[config.mk]
export PLATFORM = sky130hd
export DESIGN_NAME = rsnn_param_core
export DESIGN_NICKNAME = d
export VERILOG_FILES = /design/src/rtl/rsnn_pkg.sv /design/src/rtl/rsnn_lif_neuron.sv /design/src/rtl/rsnn_param_core.sv
export SDC_FILE = /design/constraint.sdc
export NUM_CORES = 1
export LEC_CHECK = 0
export ABC_AREA = 1
export BUFFER_PORTS_ARGS = -buffer_cell sky130_fd_sc_hd__buf_4
export CAP_MARGIN = 10
export CELL_PAD_IN_SITES_DETAIL_PLACEMENT = 1
export CELL_PAD_IN_SITES_GLOBAL_PLACEMENT = 1
export CORE_MARGIN = 3
export CORE_UTILIZATION = 47
export DETAILED_ROUTE_END_ITERATION = 12
export PLACE_DENSITY = 0.86
export SETUP_SLACK_MARGIN = 0.2
export SYNTH_ARGS = -nofsm -noshare
export SYNTH_HDL_FRONTEND = slang
export SYNTH_SLANG_ARGS = --single-unit
[constraint.sdc]
create_clock -name clk -period 11.7 [get_ports clk]
set_clock_uncertainty 0.15 [all_clocks]
set_input_delay 0.585 -clock clk [delete_from_list [all_inputs] [get_ports clk]]
set_output_delay 0.585 -clock clk [all_outputs]
set_load 0.01 [all_outputs]
[src/rtl/rsnn_pkg.sv]
// Shared types and helpers for the parametrised RSNN core: FSM states, parameter-frame
// geometry and signed saturation.
package rsnn_pkg;

  typedef enum logic [1:0] {
    IDLE = 2'd0,
    LOAD = 2'd1,
    RUN  = 2'd2
  } state_t;

  // Total serial frame length: W_in, then W_rec, then THRESH.
  function automatic int unsigned param_bits(input int unsigned n_in, input int unsigned n_neu,
                                             input int unsigned ww, input int unsigned vw);
    return (n_in * n_neu + n_neu * n_neu) * ww + vw;
  endfunction

  // Bit offsets from the start of the frame (first bit shifted in = offset 0).
  function automatic int unsigned win_off(input int unsigned i, input int unsigned j,
                                          input int unsigned n_neu, input int unsigned ww);
    return (i * n_neu + j) * ww;
  endfunction

  function automatic int unsigned wrec_off(input int unsigned k, input int unsigned j,
                                           input int unsigned n_in, input int unsigned n_neu,
                                           input int unsigned ww);
    return (n_in * n_neu + k * n_neu + j) * ww;
  endfunction

  function automatic int unsigned thresh_off(input int unsigned n_in, input int unsigned n_neu,
                                             input int unsigned ww);
    return (n_in * n_neu + n_neu * n_neu) * ww;
  endfunction

  // Clamp a signed value into the signed vw-bit range.
  function automatic int sat_vw(input int x, input int unsigned vw);
    int hi;
    int lo;
    hi = (32'sd1 <<< (vw - 32'd1)) - 32'sd1;
    lo = -hi - 32'sd1;
    if (x > hi) return hi;
    if (x < lo) return lo;
    return x;
  endfunction

endpackage

[src/rtl/rsnn_lif_neuron.sv]
// One leaky integrate-and-fire neuron: leak, weighted accumulate, saturate, threshold.
// Refractory hold-off after a spike is built only with RSNN_REFRACTORY_EN.
module rsnn_lif_neuron
  import rsnn_pkg::*;
#(
  parameter int unsigned N_IN       = 3,
  parameter int unsigned N_NEU      = 3,
  parameter int unsigned WW         = 4,
  parameter int unsigned VW         = 8,
  parameter int unsigned LEAK_SHIFT = 3,
  parameter int unsigned REFRAC_CYC = 2
) (
  input  logic                          clk,
  input  logic                          reset,
  input  logic                          clear,
  input  logic                          tick,
  input  logic [N_IN+N_NEU-1:0]         in_vec,
  input  logic [(N_IN+N_NEU)*WW-1:0]    weights,
  input  logic signed [VW-1:0]          thresh,
  output logic                          spike
);

  localparam int unsigned NS = N_IN + N_NEU;
  localparam int unsigned SW = VW + $clog2(NS) + 1;
  localparam int unsigned RW = (REFRAC_CYC > 0) ? $clog2(REFRAC_CYC + 1) : 1;

`ifdef RSNN_REFRACTORY_EN
  localparam logic [RW-1:0] REFRAC_LOAD = RW'(REFRAC_CYC);
`else
  // Counter is never armed, so it stays at zero and the neuron may fire every tick.
  localparam logic [RW-1:0] REFRAC_LOAD = '0;
`endif

  logic signed [VW-1:0] v;
  logic [RW-1:0]        refrac;
  logic signed [SW-1:0] acc;
  logic signed [VW-1:0] v_sat;
  logic                 fire_c;

  // Leaked membrane plus the weights of every active input/recurrent line.
  always_comb begin
    acc = SW'(v) - SW'(v >>> LEAK_SHIFT);
    for (int i = 0; i < int'(NS); i++) begin
      if (in_vec[i]) acc = acc + SW'(signed'(weights[i*WW +: WW]));
    end
    v_sat  = VW'(sat_vw(int'(acc), VW));
    fire_c = (v_sat >= thresh);
  end

  always_ff @(posedge clk) begin
    if (reset || clear) begin
      v      <= '0;
      spike  <= 1'b0;
      refrac <= '0;
    end else if (tick) begin
      if (refrac != '0) begin
        refrac <= refrac - RW'(1);
        v      <= '0;
        spike  <= 1'b0;
      end else if (fire_c) begin
        v      <= '0;
        spike  <= 1'b1;
        refrac <= REFRAC_LOAD;
      end else begin
        v      <= v_sat;
        spike  <= 1'b0;
      end
    end
  end

endmodule

[src/rtl/rsnn_param_core.sv]
// Parametrised RSNN core: serial parameter loader FSM, weight storage and N_NEU LIF neurons.
// Optional refractory period enabled by defining RSNN_REFRACTORY_EN.
module rsnn_param_core
  import rsnn_pkg::*;
#(
  parameter int unsigned N_IN       = 3,
  parameter int unsigned N_NEU      = 3,
  parameter int unsigned WW         = 4,
  parameter int unsigned VW         = 8,
  parameter int unsigned LEAK_SHIFT = 3,
  parameter int unsigned REFRAC_CYC = 2
) (
  input  logic             clk,
  input  logic             reset,
  input  logic             system_enable,
  input  logic             spike_input_reg_enable,
  input  logic             RSNN_enable,
  input  logic [N_IN-1:0]  input_spikes,
  input  logic             data_in,
  input  logic             load_params,
  output logic [N_NEU-1:0] output_spikes,
  output logic             end_writing,
  output logic             data_written
);

  localparam int unsigned PB   = param_bits(N_IN, N_NEU, WW, VW);
  localparam int unsigned CW   = $clog2(PB + 1);
  localparam int unsigned NS   = N_IN + N_NEU;
  localparam int unsigned TOFF = thresh_off(N_IN, N_NEU, WW);

  state_t               state, state_d;
  logic [CW-1:0]        cnt, cnt_d;
  logic [PB-1:0]        sr, sr_d;
  logic                 data_written_d, end_writing_d;
  logic                 clear_c, tick_c;
  logic [N_IN-1:0]      in_q;
  logic signed [VW-1:0] thresh;

  always_ff @(posedge clk) begin
    if (reset) begin
      state        <= IDLE;
      cnt          <= '0;
      sr           <= '0;
      data_written <= 1'b0;
      end_writing  <= 1'b0;
    end else begin
      state        <= state_d;
      cnt          <= cnt_d;
      sr           <= sr_d;
      data_written <= data_written_d;
      end_writing  <= end_writing_d;
    end
  end

  // Loader FSM; a new load request wins over a neuron tick in the same cycle.
  always_comb begin
    state_d        = state;
    cnt_d          = cnt;
    sr_d           = sr;
    data_written_d = data_written;
    end_writing_d  = end_writing;
    clear_c        = 1'b0;
    tick_c         = 1'b0;
    if (system_enable) begin
      end_writing_d = 1'b0;
      case (state)
        IDLE, RUN: begin
          if (load_params) begin
            state_d        = LOAD;
            cnt_d          = '0;
            data_written_d = 1'b0;
            clear_c        = 1'b1;
          end else if (state == RUN) begin
            tick_c = RSNN_enable & data_written;
          end
        end
        LOAD: begin
          if (load_params) begin
            sr_d  = {sr[PB-2:0], data_in};
            cnt_d = cnt + CW'(1);
            if (cnt == CW'(PB - 1)) begin
              end_writing_d  = 1'b1;
              data_written_d = 1'b1;
              state_d        = RUN;
            end
          end
        end
        default: state_d = IDLE;
      endcase
    end
  end

  always_ff @(posedge clk) begin
    if (reset) in_q <= '0;
    else if (system_enable && spike_input_reg_enable) in_q <= input_spikes;
  end

  // First bit shifted in ends up at the MSB, so frame offset o sits at PB-1-o.
  assign thresh = sr[PB-1-TOFF -: VW];

  for (genvar j = 0; j < N_NEU; j++) begin : g_neu
    logic [NS*WW-1:0] col;
    for (genvar i = 0; i < N_IN; i++) begin : g_win
      localparam int unsigned OFF = win_off(i, j, N_NEU, WW);
      assign col[i*WW +: WW] = sr[PB-1-OFF -: WW];
    end
    for (genvar k = 0; k < N_NEU; k++) begin : g_wrec
      localparam int unsigned OFF = wrec_off(k, j, N_IN, N_NEU, WW);
      assign col[(N_IN+k)*WW +: WW] = sr[PB-1-OFF -: WW];
    end

    rsnn_lif_neuron #(
      .N_IN      (N_IN),
      .N_NEU     (N_NEU),
      .WW        (WW),
      .VW        (VW),
      .LEAK_SHIFT(LEAK_SHIFT),
      .REFRAC_CYC(REFRAC_CYC)
    ) u_neuron (
      .clk    (clk),
      .reset  (reset),
      .clear  (clear_c),
      .tick   (tick_c),
      .in_vec ({output_spikes, in_q}),
      .weights(col),
      .thresh (thresh),
      .spike  (output_spikes[j])
    );
  end

endmodule

==> out/summary.md <==
In this run the worst setup path begins at g_neu[0].u_neuron.v[3]$_SDFFE_PP0P_. For the initial antenna violation count, the log shows 2. For this run, the leading register cell type out of synthesis is dfxtp_1.

The clock root buffer was clkbuf_16. After the flow finishes, the layout carries non-filler instances totaling 3335. The final setup TNS is 0 ps.

The floorplan has 70 rows. Summing the areas of all xor and xnor instances in the mapped netlist gives 5.39% of the synthesized area. The storage element area was 2540 µm².

The placement-stage cell area is 18100 µm², and the portion of the post-synthesis area used by sequential elements is 14.5%. Setup slack on the worst reg-to-reg path comes out at 780 ps. Fraction of final layout cells with drive strength greater than 1: 9.87%. In the synthesized netlist, the number of instances is 2862. Clock tree synthesis inserted a total of 17 buffers. The largest stage delay on the critical path was 440 ps. Relative to the synthesized area, the layout overhead comes to 9.61%.

In this run the worst setup path terminates at g_neu[0].u_neuron.v[4]$_SDFFE_PP0P_. Summing the areas of all and, or, nand and nor instances in the mapped netlist gives 32.9% of the synthesized area. VDD sags by at most 0.0000871 V.

The required time reported for the critical path endpoint came out at 11920 ps. The slowest stage of the critical path belongs to the cell fa_1. The endpoint identified for the worst register-to-register timing path is g_neu[0].u_neuron.v[4]$_SDFFE_PP0P_.

For this configuration, the core starts out at a cell density of 47.9%. By area, the combinational part of the netlist is dominated by simple AND/OR/NAND/NOR gates. The logs give 19800 for the via count of the first global-routing pass and 39700 µm² for the die outline area. Counting cells, the worst reg-to-reg path comes to 63.

The run gives 3120 as the final net count. Most repeated library cell on the critical path: nand2_1. CTS saw 127 sinks.

The run gives 0 as the antenna diode instance count. For the violation count after the first detailed-route iteration, the log shows 1012. Timing would allow up to 0.0916 GHz. For this run the aggregate overflow at the end of global routing stands at 0. TritonCTS built the clock tree. In this run the power density over the cells is 76.8 nW/µm². The first global-routing pass estimated 99300 µm of wire. Setup repair after global routing could not meet its margin everywhere. Counting flops and latches in the post-synthesis netlist gives 127. The clock tree synthesis step divided the H-tree into 4 levels. In this run the vertical extent of the chip is 199 µm. Setup violations remaining at the end of the flow were counted as 0. The worst relative slew slack was 31.5%. The adder-cell area share of the yosys netlist was 19.1%; the clock transition at the register clock pins on the worst setup and hold paths after CTS was 80 ps. The routed design has 62100 µm of wire. The average instance in the mapped netlist occupies 6.14 µm². Counting the fill cells in the layout gives 5094. Dividing the detail-routed via count by the number of cells gives 5.77. The remaining antenna violation count after routing is 0, and the routability congestion estimate is 0.938. During placement, the flow inserted port buffers numbering 14. The synthesized netlist occupies a cell area of 17600 µm². The tools report the number of max-slew violations in the final report as 0. The max capacitance violation total was 0; the area of combinational cells with multiple inputs was 13700 µm². Entering global routing, the biggest net connects 91 pins. The startpoint identified for the worst register-to-register timing path is g_neu[0].u_neuron.v[3]$_SDFFE_PP0P_. The final route contains 19200 vias. The transition time at the pin with the least slew margin came out at 1030 ps. The later pin in the worst-skew pair is clocked with a latency of 440 ps. The HPWL after detailed placement came out at 47400 µm. Counting flops with a built-in enable in the synthesized netlist gives 0. The count of placed standard cells including taps is 3287, and the fraction of synthesized area in multiplexers is 0.171%.

For this design the static power due to leakage is 0.00974 µW. The worst path uses 93.3% of the clock period. Yosys instantiated no cell more often than nand2_1. The worst-path maximum fanout is 8, and the compound-cell area share of the yosys netlist is 18.0%.

Summing all non-filler instances in the final layout gives an area of 19300 µm². The mean routed wirelength per cell is 18.6 µm, and the number of distinct library cells after synthesis is 51. The number of iterations in the first detailed-routing pass was 5.

Across every metal layer, demand over resource in global routing totals 30.8%. The path class of the tightest hold or removal check is input port to register. The worst setup path is of the register to register kind. The run finished with clean final reports.

The tools report the maximum number of buffers from clock root to sink as 2. STA classifies the critical path startpoint as a register. Counting instances in the post-synthesis netlist gives the leading cell types as nand2_1, inv_1, ha_1, nand3_1, a21oi_1. After synthesis, the share of flip-flops with an asynchronous set or reset is 0%. The run gives 0 as the Yosys warning count. The routed design could run at a clock period as short as 10920 ps. The number of hold violations in the final report came out at 0.

The arrival time reported for the critical path endpoint was 11140 ps; the top-level I/O count was 15. Buffers inserted to repair hold after CTS numbered 0. The logs give 36700 µm² for the placeable core area and 0 for the DRC violations left.

In this run the horizontal extent of the chip is 199 µm. Of the post-synthesis cell area, the dominant cell type holds 16.7%. The number of nets handed over by synthesis was 3128.

Yosys attributes the largest share of cell area to ha_1, nand2_1, dfxtp_1. The endpoint type of the worst setup path is a register. The largest total area in the synthesized netlist belongs to ha_1. For the core occupancy in the finished layout, the log shows 52.5%.
-- area by class of cell --
class / count / area share (%)
multi-input cells: 2277 / 71.4
inverters: 385 / 7.51
clock buffers: 17 / 2.21
repair buffers: 46 / 1.79
clock inverters: 15 / 0.871
well taps: 468 / 3.04
flip-flops and latches: 127 / 13.2
-- stage by stage --
step	hold slack [ps]	power, µW	setup slack [ps]
6_report	213	1480	778
5_1_grt	220	1550	64.6
4_1_cts	206	1450	349
3_5_place_dp	315	891	530
3_3_place_gp	297	868	898
2_1_floorplan	289	766	2050
-- cells by family after synthesis --
logic type / after synthesis
AO/OA/AOI/OAI: 568
adder cells (fa/ha/maj): 256
flip-flops: 127
XOR/XNOR: 108
AND/OR/NAND/NOR: 1342
buffers and inverters: 458
multiplexers: 3
-- report_power, final --
group / switching (µW) / internal, µW
Combinational: 300 / 158
Clock: 258 / 304
Sequential: 15.9 / 442
-- flip-flops by register name, summed over array words and instances, names as in the netlist --
signal,flops
sr,80
cnt,7
data_written,1
g_neu.u_neuron.spike,3
g_neu.u_neuron.refrac,6
state,2
end_writing,1
g_neu.u_neuron.v,24
in_q,3
-- layer usage --
layer	vias to the layer above	global-route usage [%]	part of all wire (%)
li1	9396	-	-
met1	9318	37.8	44
met2	400	55.2	48
met3	122	3.61	4.2
met4	2	11.8	3.9
met5	-	0	0.018
-- worst min path at each step --
| stage | cells past startpoint | startpoint | slack [ps] | endpoint |
|---|---|---|---|---|
| 4_1_cts | 2 | reset | 210 | data_written$_SDFFE_PP0P_ |
| 6_report | 2 | reset | 210 | data_written$_SDFFE_PP0P_ |
| 5_1_grt | 2 | reset | 220 | data_written$_SDFFE_PP0P_ |
| 3_5_place_dp | 2 | g_neu[2].u_neuron.refrac[1]$_SDFFE_PP0P_ | 320 | g_neu[2].u_neuron.refrac[0]$_SDFFE_PP0P_ |
| 3_3_place_gp | 2 | g_neu[2].u_neuron.refrac[1]$_SDFFE_PP0P_ | 300 | g_neu[2].u_neuron.refrac[0]$_SDFFE_PP0P_ |
| 2_1_floorplan | 2 | g_neu[0].u_neuron.refrac[1]$_SDFFE_PP0P_ | 290 | g_neu[0].u_neuron.refrac[0]$_SDFFE_PP0P_ |
-- cells in the final DEF, fill, tap and decap left out, drive strengths merged, types with 8 or more instances in the layout --
cell type	count
buf	46
or2	34
nand3	235
nand2	786
fa	21
a31oi	27
and2	15
nor2	201
dfxtp	127
o21ai	229
xor2	85
o21bai	18
o21a	8
a21o	12
a21oi	244
clkbuf	17
ha	235
clkinv	8
xnor2	23
nand3b	14
nor3	32
nand4	21
inv	389
-- repair_timing --
action / 4_1_cts / 5_1_grt
buffers inserted: 0 / 16
resized for setup: 0 / 113
setup endpoints to repair: 0 / 27
-- critical path, delay by kind of cell, from the launching register on --
family,cells,cell delay [ps]
adders and majority gates,9,2880
AOI/OAI and AO/OA,21,3670
and+or+nand+nor,22,2290
DFF,1,370
buffers and inverters,6,650
xor gates and xnor gates,5,800
Power figures use the tool's default switching activity.
